**config.mk**
```make
export PLATFORM = sky130hd
export DESIGN_NAME = apb_master_arbiter
export DESIGN_NICKNAME = d
export VERILOG_FILES = /design/src/rtl/apb_master_arbiter.sv
export SDC_FILE = /design/constraint.sdc
export NUM_CORES = 1
export LEC_CHECK = 0
export CAP_MARGIN = 20
export CELL_PAD_IN_SITES_DETAIL_PLACEMENT = 0
export CELL_PAD_IN_SITES_GLOBAL_PLACEMENT = 1
export CORE_ASPECT_RATIO = 1.5
export CORE_MARGIN = 2
export CORE_UTILIZATION = 30
export CTS_BUF_LIST = sky130_fd_sc_hd__clkbuf_16
export DETAILED_ROUTE_END_ITERATION = 8
export DONT_BUFFER_PORTS = 1
export GPL_TIMING_DRIVEN = 0
export PLACE_DENSITY_LB_ADDON = 0.1
export SYNTH_ARGS = -nofsm -noshare
export SYNTH_HDL_FRONTEND = slang
export SYNTH_SLANG_ARGS = --single-unit
```
**constraint.sdc**
```tcl
create_clock -name clk -period 9.3 [get_ports clk]
set_clock_uncertainty 0.2 [all_clocks]
set_input_delay 1.86 -clock clk [delete_from_list [all_inputs] [get_ports clk]]
set_output_delay 1.86 -clock clk [all_outputs]
set_load 0.02 [all_outputs]
```
**src/rtl/apb_master_arbiter.sv**
```systemverilog
// Two-requester APB master with round-robin arbitration, wait states and timeout.
// Ports: clk, rst (async high); req/we/addr/wdata/done per requester;
//        rd_data, err, busy; APB master signals paddr/pwrite/psel/penable/pwdata,
//        APB inputs prdata/pready.
module apb_master_arbiter #(
    parameter int ADDR_W  = 8,
    parameter int DATA_W  = 32,
    parameter int TIMEOUT = 16
) (
    input  logic              clk,
    input  logic              rst,
    input  logic              req0,
    input  logic              we0,
    input  logic [ADDR_W-1:0] addr0,
    input  logic [DATA_W-1:0] wdata0,
    output logic              done0,
    input  logic              req1,
    input  logic              we1,
    input  logic [ADDR_W-1:0] addr1,
    input  logic [DATA_W-1:0] wdata1,
    output logic              done1,
    output logic [DATA_W-1:0] rd_data,
    output logic              err,
    output logic              busy,
    output logic [ADDR_W-1:0] paddr,
    output logic              pwrite,
    output logic              psel,
    output logic              penable,
    output logic [DATA_W-1:0] pwdata,
    input  logic [DATA_W-1:0] prdata,
    input  logic              pready
);

    typedef enum logic [1:0] {
        IDLE,
        SETUP,
        ACCESS
    } state_t;

    localparam logic [7:0] CNT_LAST = 8'(TIMEOUT - 1);

    state_t            state_q, state_d;
    logic              grant_q, grant_d;
    logic              last_q, last_d;
    logic [7:0]        count_q, count_d;
    logic [ADDR_W-1:0] paddr_q, paddr_d;
    logic              pwrite_q, pwrite_d;
    logic [DATA_W-1:0] pwdata_q, pwdata_d;
    logic [DATA_W-1:0] rd_data_q, rd_data_d;
    logic              timeout_hit;

    always_ff @(posedge clk or posedge rst) begin
        if (rst) begin
            state_q   <= IDLE;
            grant_q   <= 1'b0;
            last_q    <= 1'b1;
            count_q   <= '0;
            paddr_q   <= '0;
            pwrite_q  <= 1'b0;
            pwdata_q  <= '0;
            rd_data_q <= '0;
        end else begin
            state_q   <= state_d;
            grant_q   <= grant_d;
            last_q    <= last_d;
            count_q   <= count_d;
            paddr_q   <= paddr_d;
            pwrite_q  <= pwrite_d;
            pwdata_q  <= pwdata_d;
            rd_data_q <= rd_data_d;
        end
    end

    assign timeout_hit = !pready && (count_q == CNT_LAST);

    always_comb begin
        state_d   = state_q;
        grant_d   = grant_q;
        last_d    = last_q;
        count_d   = count_q;
        paddr_d   = paddr_q;
        pwrite_d  = pwrite_q;
        pwdata_d  = pwdata_q;
        rd_data_d = rd_data_q;
        done0     = 1'b0;
        done1     = 1'b0;
        err       = 1'b0;
        unique case (state_q)
            IDLE: begin
                if (req0 || req1) begin
                    // On a tie the requester that did not own the bus last wins.
                    grant_d  = (req0 && req1) ? ~last_q : req1;
                    last_d   = grant_d;
                    paddr_d  = grant_d ? addr1 : addr0;
                    pwrite_d = grant_d ? we1 : we0;
                    pwdata_d = grant_d ? wdata1 : wdata0;
                    state_d  = SETUP;
                end
            end
            SETUP: begin
                count_d = '0;
                state_d = ACCESS;
            end
            ACCESS: begin
                if (pready || timeout_hit) begin
                    done0 = !grant_q;
                    done1 = grant_q;
                    err   = !pready;
                    // An aborted read returns zero rather than stale bus data.
                    if (!pwrite_q) begin
                        rd_data_d = pready ? prdata : '0;
                    end
                    state_d = IDLE;
                end else begin
                    count_d = count_q + 8'd1;
                end
            end
            default: state_d = IDLE;
        endcase
    end

    // Bus strobes decode the state register directly so reset drops them at once.
    assign psel    = (state_q != IDLE);
    assign penable = (state_q == ACCESS);
    assign busy    = psel;
    assign paddr   = paddr_q;
    assign pwrite  = pwrite_q;
    assign pwdata  = pwdata_q;
    assign rd_data = rd_data_q;

endmodule

```
==> results_dict.tcl <==
set metrics [dict create \
    syn_nets 439 \
    syn-cell-area_mm2 0.00367 \
    grt_start_max_net_pins 50 \
    utilization 0.352 \
    final_layout_size_suffix_gt1_frac 0.116 \
    slew_viol_final 0 \
    synth_fa_ha_area_frac 0.00341 \
    die_x_um 94.3 \
    slowest_delay_ns 0.49 \
    crit_family "simple AND/OR/NAND/NOR gates" \
    ys_seq_elements 85 \
    fin_nets 451 \
    final_cell_mix "84 x dfrtp_1, 46 x nor2_1, 43 x a21oi_1" \
    worst_slack_ns 4.44 \
    synth_seq_area_share 0.581 \
    slew_headroom 0.495 \
    finalHoldViolCount 0 \
    dp.cells 473 \
    r2r_cells 5 \
    use_met2 0.240 \
    yosysTopAreaCell "dfrtp_1" \
    yosysWarningCount 0 \
    drc 0 \
    grt_pass1_wl_um 14600 \
    cp_max_fo 9 \
    coreArea_mm2 0.0120 \
    cts_hold_buf 0 \
    finalPower_mw 1.64 \
    drt-initial-drc-count 50 \
    wirelength_um 9200 \
    antenna_left 0 \
    syn_inst 319 \
    synth_flop_cell "dfrtp_1" \
    path_clk_slew_ns 0.06 \
    worst_hold_path.num_cells 2 \
    critPathSlowestCell "nor3b_2" \
    port_buffers 0 \
    synth_top_family_by_area "compound AO/OA/AOI/OAI gates" \
    post_cts_buffers 0 \
    p_leak_nw 1.91 \
    setup_tns_ns 0 \
    clk_latency_ns 0.33 \
    route.vias.total 2507 \
    postLayoutCellArea_mm2 0.00421 \
    dieHeight_um 139 \
    initial_core_util 0.307 \
    cp_data_arrival_time_ns 2.80 \
    dpl_cell_area_mm2 0.00389 \
    gp_congestion 0.706 \
    cts.root.buffer_cell "clkbuf_16" \
    cp-end-kind "output port" \
    preCtsSetupSlack_ns 4.43 \
    maxCapViolations 0 \
    cp.depth 3 \
    synth_xor_area_frac 0.00239 \
    die_area_mm2 0.0131 \
    h-tree-depth 3 \
    antenna_found_initial 0 \
    grt_most_used_layer "met2" \
    diodes 0 \
    synth_cell_types 39 \
    yosys.area_share.simple 0.0922 \
    critical_path_class "input port to output port" \
    via_per_inst 5.13 \
    syn_area_per_cell_um2 11.5 \
    holdWs_ns 0.324 \
    ctsResizeCount 0 \
    finalCriticalPeriod_ns 4.86 \
    tightest_slew_ns 0.756 \
    worstPathCellList "nor3b_2 > nand2_1 > nor2_1" \
    clock-sinks 85 \
    area.growth.synth_to_final_pct 14.7 \
    synth_async_sr_flop_share 1.00 \
    grt_pass1_vias 2692 \
    grt_overflow 0 \
    drt_first_pass_iters 4 \
    synth_compound_area_frac 0.169 \
    cts_made_buffers 9 \
    io_pins 198 \
    met3_usage 0.0541 \
    synth_edf_count 0 \
    grtUsageMet1 0.165 \
    dp_hpwl_um 6770 \
    start_kind "input port" \
    rsz0062_at_grt "false" \
    cp.required_ns 7.24 \
    instances_no_fill 489 \
    cts.path.max_buffers 2 \
    setup-violations-final 0 \
    fin_crit_sh 0.523 \
    track_usage 0.143 \
    cts_tree "yes" \
    hold_class "flip-flop to flip-flop" \
    synth_top_area_share 0.573 \
    status "completed" \
    rows 49 \
    p_per_area_mw_per_mm2 390 \
    synth.area.mux_share 0.115 \
    ir_drop_uv 158 \
    final_common_cell "dfrtp_1" \
    wl_per_cell_um 18.8 \
    path_buf_inv 0 \
    yosys-top-cells-area "dfrtp_1 57%, mux2i_1 11%, a22o_1 7.9%, a21oi_1 5.9%, nor2_1 4.7%" \
    fmax_ghz 0.206 \
]
## sequential cells by signal, indices dropped and copies added (netlist names)
| name | cells |
|---|---|
| count_q | 8 |
| grant_q | 1 |
| last_q | 1 |
| paddr | 8 |
| pwdata | 32 |
| pwrite | 1 |
| rd_data | 32 |
| state_q | 2 |
## worst register-to-register path, stage by stage, from the launching register on
cell and delay, ns:
dfrtp_1 0.41, nor2b_1 0.61, and3_1 0.24, clkbuf_1 0.20, buf_2 0.26, a22o_1 0.18
## final timing paths
| check | slack [ns] | from | to |
|---|---|---|---|
| min reg2reg | 0.32 | last_q$_DFFE_PP1P_ | last_q$_DFFE_PP1P_ |
| max | 4.44 | pready | err |
| max in group asynchronous | 6.99 | rst | last_q$_DFFE_PP1P_ |
| min | 0.32 | last_q$_DFFE_PP1P_ | last_q$_DFFE_PP1P_ |
| min in group asynchronous | 1.23 | rst | rd_data[9]$_DFFE_PP0P_ |
| max reg2reg | 7.15 | state_q[0]$_DFFE_PP0P_ | rd_data[12]$_DFFE_PP0P_ |
## cells by family after synthesis
group	after synthesis
adders and majority gates	1
and+or+nand+nor	72
AOI/OAI and AO/OA	91
xor gates and xnor gates	1
muxes	42
DFF	85
buffers and inverters	27
## layer usage
layer  up-vias  part of all wire
met5         -                 0
met1      1201              0.38
met3        10              0.10
met4         0             0.016
li1       1161                 -
met2       135              0.51
## area by class of cell
| class | count | area, um2 |
|---|---|---|
| Multi-Input combinational cell | 207 | 1400 |
| Inverter | 5 | 21.3 |
| Sequential cell | 85 | 2130 |
| Timing Repair Buffer | 1 | 27.5 |
| Buffer | 22 | 119 |
| Tap cell | 153 | 191 |
| Clock buffer | 9 | 225 |
| Clock inverter | 7 | 92.6 |
| Fill cell | 1203 | 7750 |
## power breakdown
| group | switching, mW | total, mW | leakage (nW) | internal (mW) |
|---|---|---|---|---|
| registers | 0.327 | 0.871 | 1.01 | 0.544 |
| clock network | 0.147 | 0.381 | 0.158 | 0.234 |
| logic | 0.222 | 0.387 | 0.744 | 0.165 |
## synthesized netlist by cell type (3+ instances only)
cell type  number
mux2i_1        42
dfrtp_1        84
buf_6           3
nor2_1         46
inv_1           4
buf_2           8
o21ai_0         4
a21oi_1        43
clkbuf_1        4
and3_1          5
nand3_1         6
nand2_1         3
buf_1           6
a22o_1         33
Power figures use the tool's default switching activity.
